==> src/rtl/fifo_arb_pkg.sv <==
// Shared types and helpers for the FIFO write-port arbiter.
// The round-robin search here is also used by the read-side scheduler.
package fifo_arb_pkg;

    typedef enum logic {
        IDLE  = 1'b0,
        BURST = 1'b1
    } state_e;

    localparam int STAT_W    = 16;
    localparam int MAX_REQ   = 32;
    localparam int MAX_REQ_W = 5;

    // First set bit of req at or above ptr, wrapping modulo n; returns ptr when req is empty.
    function automatic int unsigned next_rr(input int unsigned           ptr,
                                            input logic [MAX_REQ-1:0]    req,
                                            input int unsigned           n);
        int unsigned win;
        int unsigned off;
        int unsigned c;
        win = ptr;
        for (int unsigned k = MAX_REQ; k > 0; k--) begin
            off = k - 1;
            c   = (ptr + off) % n;
            if (off < n && req[c[MAX_REQ_W-1:0]]) begin
                win = c;
            end
        end
        return win;
    endfunction

endpackage

==> src/rtl/fifo_wr_arbiter_rr_picker.sv <==
// Combinational rotating-priority picker: one-hot winner and its index,
// searching upward from rr_ptr_i. One-hot is all zero when no request is set.
module rr_picker
    import fifo_arb_pkg::*;
#(
    parameter int NUM_REQ = 4,
    parameter int PTR_W   = $clog2(NUM_REQ)
) (
    input  logic [NUM_REQ-1:0] req_i,
    input  logic [PTR_W-1:0]   rr_ptr_i,
    output logic [NUM_REQ-1:0] onehot_o,
    output logic [PTR_W-1:0]   idx_o
);

    logic [MAX_REQ-1:0] req_ext;

    always_comb begin
        // NOTE: every output of a combinational block gets a default first, so no path can infer a latch.
        req_ext                = '0;
        onehot_o               = '0;
        req_ext[NUM_REQ-1:0]   = req_i;
        idx_o                  = PTR_W'(next_rr(32'(rr_ptr_i), req_ext, NUM_REQ));
        if (|req_i) begin
            onehot_o[idx_o] = 1'b1;
        end
    end

endmodule

==> src/rtl/fifo_wr_arbiter.sv <==
// Round-robin burst arbiter sharing the async FIFO write port among NUM_REQ producers.
// Define FIFO_ARB_STATS_EN to add per-requester word counters and a stall counter.
module fifo_wr_arbiter
    import fifo_arb_pkg::*;
#(
    parameter int WIDTH     = 8,
    parameter int NUM_REQ   = 4,
    parameter int MAX_BURST = 16
) (
    input  logic                     wclk,
    input  logic                     wrst,
    input  logic [NUM_REQ-1:0]       req_valid,
    input  logic [NUM_REQ*WIDTH-1:0] req_data,
    input  logic [NUM_REQ-1:0]       req_last,
    output logic [NUM_REQ-1:0]       req_ready,
    input  logic                     full,
    output logic                     write_en,
    output logic [WIDTH-1:0]         wdata,
    output logic [NUM_REQ-1:0]       grant,
    output logic                     busy
`ifdef FIFO_ARB_STATS_EN
    ,
    output logic [NUM_REQ*STAT_W-1:0] word_cnt,
    output logic [STAT_W-1:0]         stall_cnt
`endif
);

    localparam int PTR_W = $clog2(NUM_REQ);
    localparam int CNT_W = $clog2(MAX_BURST + 1);

    state_e                          state_q, state_d;
    logic [NUM_REQ-1:0]              grant_q, grant_d;
    logic [PTR_W-1:0]                owner_q, owner_d;
    logic [PTR_W-1:0]                rr_ptr_q, rr_ptr_d;
    logic [CNT_W-1:0]                beat_cnt_q, beat_cnt_d;

    logic [NUM_REQ-1:0][WIDTH-1:0]   req_data_arr;
    logic [NUM_REQ-1:0]              pick_onehot;
    logic [PTR_W-1:0]                pick_idx;
    logic                            in_burst;
    logic                            owner_valid;
    logic                            accept;
    logic                            burst_done;

    rr_picker #(
        .NUM_REQ (NUM_REQ),
        .PTR_W   (PTR_W)
    ) u_picker (
        .req_i    (req_valid),
        .rr_ptr_i (rr_ptr_q),
        .onehot_o (pick_onehot),
        .idx_o    (pick_idx)
    );

    assign req_data_arr = req_data;
    assign in_burst     = (state_q == BURST);
    assign owner_valid  = req_valid[owner_q];
    assign accept       = in_burst && owner_valid && !full && !wrst;
    assign burst_done   = accept && (req_last[owner_q] || beat_cnt_q == CNT_W'(MAX_BURST - 1));

    // Ready and write strobe are gated by reset combinationally so nothing is accepted during wrst.
    assign req_ready = (in_burst && !full && !wrst) ? grant_q : '0;
    assign write_en  = accept;
    assign wdata     = req_data_arr[owner_q];
    assign grant     = grant_q;
    assign busy      = in_burst;

    always_comb begin
        state_d    = state_q;
        grant_d    = grant_q;
        owner_d    = owner_q;
        rr_ptr_d   = rr_ptr_q;
        beat_cnt_d = beat_cnt_q;
        case (state_q)
            IDLE: begin
                if (|req_valid) begin
                    state_d    = BURST;
                    grant_d    = pick_onehot;
                    owner_d    = pick_idx;
                    beat_cnt_d = '0;
                end
            end
            BURST: begin
                if (accept) begin
                    beat_cnt_d = beat_cnt_q + CNT_W'(1);
                    if (burst_done) begin
                        state_d  = IDLE;
                        grant_d  = '0;
                        rr_ptr_d = (owner_q == PTR_W'(NUM_REQ - 1)) ? '0 : owner_q + PTR_W'(1);
                    end
                end
            end
            default: state_d = IDLE;
        endcase
    end

    always_ff @(posedge wclk) begin
        // NOTE: state registers use non-blocking assignments so every flop samples pre-edge values.
        if (wrst) begin
            state_q    <= IDLE;
            grant_q    <= '0;
            owner_q    <= '0;
            rr_ptr_q   <= '0;
            beat_cnt_q <= '0;
        end else begin
            state_q    <= state_d;
            grant_q    <= grant_d;
            owner_q    <= owner_d;
            rr_ptr_q   <= rr_ptr_d;
            beat_cnt_q <= beat_cnt_d;
        end
    end

`ifdef FIFO_ARB_STATS_EN
    logic [NUM_REQ-1:0][STAT_W-1:0] word_cnt_q;
    logic [STAT_W-1:0]              stall_cnt_q;

    always_ff @(posedge wclk) begin
        if (wrst) begin
            word_cnt_q  <= '0;
            stall_cnt_q <= '0;
        end else begin
            if (accept && word_cnt_q[owner_q] != '1) begin
                word_cnt_q[owner_q] <= word_cnt_q[owner_q] + STAT_W'(1);
            end
            if (in_burst && owner_valid && full && stall_cnt_q != '1) begin
                stall_cnt_q <= stall_cnt_q + STAT_W'(1);
            end
        end
    end

    assign word_cnt  = word_cnt_q;
    assign stall_cnt = stall_cnt_q;
`endif

endmodule
==> config.mk <==
export PLATFORM = sky130hd
export DESIGN_NAME = fifo_wr_arbiter
export DESIGN_NICKNAME = d
export VERILOG_FILES = /design/src/rtl/fifo_arb_pkg.sv /design/src/rtl/fifo_wr_arbiter_rr_picker.sv /design/src/rtl/fifo_wr_arbiter.sv
export SDC_FILE = /design/constraint.sdc
export NUM_CORES = 1
export LEC_CHECK = 0
export BUFFER_PORTS_ARGS = -buffer_cell sky130_fd_sc_hd__buf_2
export CAP_MARGIN = 30
export CORE_MARGIN = 10
export CORE_UTILIZATION = 40
export DETAILED_ROUTE_END_ITERATION = 8
export HOLD_SLACK_MARGIN = 0.08
export PLACE_DENSITY = 0.82
export SKIP_LAST_GASP = 1
export SLEW_MARGIN = 0
export SYNTH_ARGS = -nofsm -noshare
export SYNTH_HDL_FRONTEND = slang
export SYNTH_SLANG_ARGS = --single-unit
export TNS_END_PERCENT = 10
==> constraint.sdc <==
create_clock -name wclk -period 4.88 [get_ports wclk]
set_input_delay 0.976 -clock wclk [delete_from_list [all_inputs] [get_ports wclk]]
set_output_delay 0.976 -clock wclk [all_outputs]
set_load 0.01 [all_outputs]
==> results.md <==
Routing:
- The vias after detailed routing is 1007.
- Before antenna repair, the detailed router went through 4 iterations.
- The routed design has 3163 um of wire.
- The final antenna-violating net count is 0.
- The DRC marker count from the first detailed-route iteration is 57.
- After detailed routing, the average wire length per cell comes to 17.10 um.
- The ratio of routed vias to standard cells is 5.443.
- The number of design rule violations left after detail routing is 0.

Worst setup path:
- The startpoint type of the worst setup path is an input port.
- The worst setup path is captured at a primary output.
- Traced cell by cell, the critical path runs through buf_2 -> mux4_2 -> and2_4 -> buf_2.
- The master of the slowest instance on the critical path is sky130_fd_sc_hd__mux4_2.
- On the critical path the largest part of the delay comes from multiplexers.
- Counting cells, the worst reg-to-reg path comes to 4.
- The capture point of the worst reg-to-reg path is rr_ptr_q[1]$_SDFFE_PP0P_.
- The setup slack on the worst flop-to-flop path is 2.76 ns.
- STA puts the critical path data arrival time at 1.95 ns.
- The number of buffers and inverters on the critical path is 2.
- The most numerous cell on the critical path is sky130_fd_sc_hd__buf_2.
- The worst path required time is 3.90 ns.
- In this run the worst path has a maximum fanout of 9.
- The startpoint identified for the worst register-to-register timing path is owner_q[0]$_SDFFE_PP0P_.
- The maximum single-stage delay on the critical path is 0.47 ns.
- The critical path is of the input port to primary output type.

STA:
- The final critical-path required period is 2.930 ns.
- The actual transition at the worst max-transition pin is 0.8999 ns.
- Setup repair after global routing left no endpoint under its margin.
- The worst setup skew after layout is 0.002099 ns.
- The number of failing hold endpoints at the final stage is 0.
- Measured against its own limit, the worst slew margin works out to 40.01%.
- After layout, the worst path uses 60.05% of the clock period.
- The maximum frequency from static timing analysis is 0.3412 GHz.
- The number of setup violations in the final report is 0.
- The number of slew-limit violations in the final report is 0.
- Setup total negative slack on the finished layout was measured at 0 ns.

Floorplan:
- The die span in y is 70.09 um.
- The die boundary width is 70.09 um.
- Row generation in the floorplan step produced 18 rows.
- The I/O pin count is 61.
- The total die area is 4912 sq um.
- The core area is 2432 sq um.
- The effective utilization at floorplan is 41.26%.

Pwr:
- For this design the static power due to leakage is 0.0005922 uW.
- The total power is 262.2 uW.
- In this run the power density over the cells is 200.7 nW/um^2.
- VDD sags by at most 0.0001626 V.

Place:
- Detailed placement ended at an HPWL of 2710 um.
- Input and output buffers added on the ports amount to 60.
- The congestion estimate from routability-driven global placement came to 0.7774.

Worst hold path:
- The startpoint of the worst hold path is grant[2]$_SDFFE_PP0P_.
- The hold-critical path depth is 2.
- The type of the most critical hold path is register to register.
- The hold path endpoint is grant[2]$_SDFFE_PP0P_.

Clock tree:
- The post-cts repair resize count is 0.
- The insertion delay to the later sink of the worst-skew pair is 0.27 ns.
- The clock drives 14 sinks.
- After clock tree synthesis, the clock-pin slew on the worst setup and hold paths is 0.08 ns.
- The tree is rooted in a sky130_fd_sc_hd__clkbuf_4.
- The CTS tree is built.
- CTS built an H-tree with a depth of 1.
- In this run the deepest clock path goes through 2 buffers.
- Buffers added to address setup during post-CTS repair amount to 0.
- In this run, CTS created clock tree buffers numbering 3.
- The post-cts hold buffer count is 0.

Layout:
- The final design utilization is 53.70%.
- The filler cell count is 237.
- Leaving out fill and tap cells, the most frequent cell in the layout is sky130_fd_sc_hd__buf_2.
- In the layout the commonest cells are sky130_fd_sc_hd__buf_2, sky130_fd_sc_hd__dfxtp_1, sky130_fd_sc_hd__a21oi_1.
- The total inserted antenna cells is 0.
- Compared with the post-synthesis result, the final layout area differs by 30.17%.
- The sequential standard cell area is 280.3 sq um.
- In the final layout, the multi-input gates occupy 650.6 sq um.
- The number of nets in the final layout is 203.
- The share of cells above drive strength 1 is 50.32%.

Synthesis:
- Counting every instance in the synthesized netlist gives 97.
- After synthesis, the largest area contributor takes up 27.93% of total cell area.
- Each instance of the synthesized netlist takes up on average 10.34 sq um.
- The count of warnings emitted by yosys is 0.
- The largest area contributor in the synthesized netlist is sky130_fd_sc_hd__dfxtp_1.
- The synthesized design contains 14 register bits.
- The share of synthesized area occupied by flip-flops and latches is 27.93%.
- By area the synthesized netlist is led by sky130_fd_sc_hd__dfxtp_1, sky130_fd_sc_hd__mux4_2, sky130_fd_sc_hd__a21oi_1.
- The synthesized netlist net count is 143.
- The distinct cell type count of the synthesized netlist is 36.
- The cell area after synthesis is 1003 sq um.

Global routing:
- The number of global-route vias before repair is 1062.
- The residual overflow from global routing is 0.
- The initial antenna violation count is 0.
- Global routing used 12.42% of the available tracks across all layers.
- Entering global routing, the biggest net connects 16 pins.
- The first global-routing pass estimated 5119 um of wire.

Run status:
- The flow ran to the end, and the final reports show no timing, DRC or antenna violations.

Flow run:
- The number of violations of the max-capacitance limit is 0.
flip-flops by register name, summed over array words and instances (netlist names):
signal	count
beat_cnt_q	5
busy	1
rr_ptr_q	2
owner_q	2
grant	4
worst reg2reg max path, cell delays in order (launching register included):
cell                      delay, ns
sky130_fd_sc_hd__dfxtp_1       0.74
sky130_fd_sc_hd__mux4_1        0.72
sky130_fd_sc_hd__o21ai_4       0.27
sky130_fd_sc_hd__mux2i_1       0.22
sky130_fd_sc_hd__nor2_1        0.06
worst max path at each step:
stage	from	to	slack (ns)	cells past startpoint
floorplan	req_valid[3]	write_en	2.19	3
global placement	req_valid[0]	write_en	1.97	4
detailed placement	req_valid[0]	write_en	1.96	4
CTS	req_valid[0]	write_en	1.95	4
global route	wrst	write_en	1.89	4
finish	req_valid[0]	write_en	1.95	4
per-layer routing:
layer,wire length (um),track usage (%),vias up
met5,0,0,-
met4,6,2.412,0
met3,248,3.814,2
met2,1429,20.64,59
met1,1479,15.38,461
li1,-,-,485
power by group:
group	internal [uW]	switching (uW)
registers	118	6.62
logic	39.1	34.3
clock network	28.5	35.4
total	186	76.3
cell type report:
| cell class | count | area share [%] |
|---|---|---|
| multi-input cells | 74 | 49.81 |
| clock buffers | 3 | 1.724 |
| flip-flops and latches | 14 | 21.46 |
| inverters | 4 | 1.149 |
| repair buffers | 60 | 22.99 |
| well taps | 30 | 2.874 |
synth_stat cells:
master	n
sky130_fd_sc_hd__mux2_2	1
sky130_fd_sc_hd__nand3b_1	2
sky130_fd_sc_hd__buf_6	1
sky130_fd_sc_hd__dlygate4sd1_1	1
sky130_fd_sc_hd__mux4_2	9
sky130_fd_sc_hd__a2111oi_2	1
sky130_fd_sc_hd__nand3_1	5
sky130_fd_sc_hd__mux4_1	1
sky130_fd_sc_hd__clkbuf_1	1
sky130_fd_sc_hd__a21oi_1	12
sky130_fd_sc_hd__buf_12	1
sky130_fd_sc_hd__a21o_1	1
sky130_fd_sc_hd__nor2_1	6
sky130_fd_sc_hd__nand2b_1	1
sky130_fd_sc_hd__nor3b_1	1
sky130_fd_sc_hd__ha_1	3
sky130_fd_sc_hd__inv_1	4
sky130_fd_sc_hd__and3_1	1
sky130_fd_sc_hd__o32ai_1	1
sky130_fd_sc_hd__mux2i_1	2
sky130_fd_sc_hd__a2bb2oi_1	1
sky130_fd_sc_hd__nand2_1	6
sky130_fd_sc_hd__o21ai_4	1
sky130_fd_sc_hd__or3_1	2
sky130_fd_sc_hd__nand4_1	1
sky130_fd_sc_hd__clkbuf_8	1
sky130_fd_sc_hd__and2_4	1
sky130_fd_sc_hd__nor3_1	4
sky130_fd_sc_hd__a22o_1	1
sky130_fd_sc_hd__o22ai_1	1
sky130_fd_sc_hd__a211oi_1	1
sky130_fd_sc_hd__or2_2	1
sky130_fd_sc_hd__nor3b_2	1
sky130_fd_sc_hd__dfxtp_1	14
sky130_fd_sc_hd__and2_1	4
sky130_fd_sc_hd__xor2_1	2
cells by family (layout without fill, tap and decap cells):
kind of cell	after synthesis	after routing	synth area share [%]
and+or+nand+nor	36	36	19.58
AOI/OAI and AO/OA	20	20	13.84
DFF	14	14	27.93
muxes	13	13	25.94
buffers and inverters	9	67	7.231
adders and majority gates	3	3	3.741
xor gates and xnor gates	2	2	1.746
metrics by stage:
step | area (sq um) | setup slack [ns] | cells | hold slack (ns)
2_1_floorplan | 1003 | 2.187 | 97 | 0.4446
3_3_place_gp | 1284 | 1.965 | 182 | 0.4627
3_5_place_dp | 1284 | 1.957 | 182 | 0.4692
4_1_cts | 1306 | 1.954 | 185 | 0.4806
5_1_grt | 1306 | 1.895 | 185 | 0.5113
6_report | 1306 | 1.950 | 185 | 0.4760
Power figures use the tool's default switching activity.
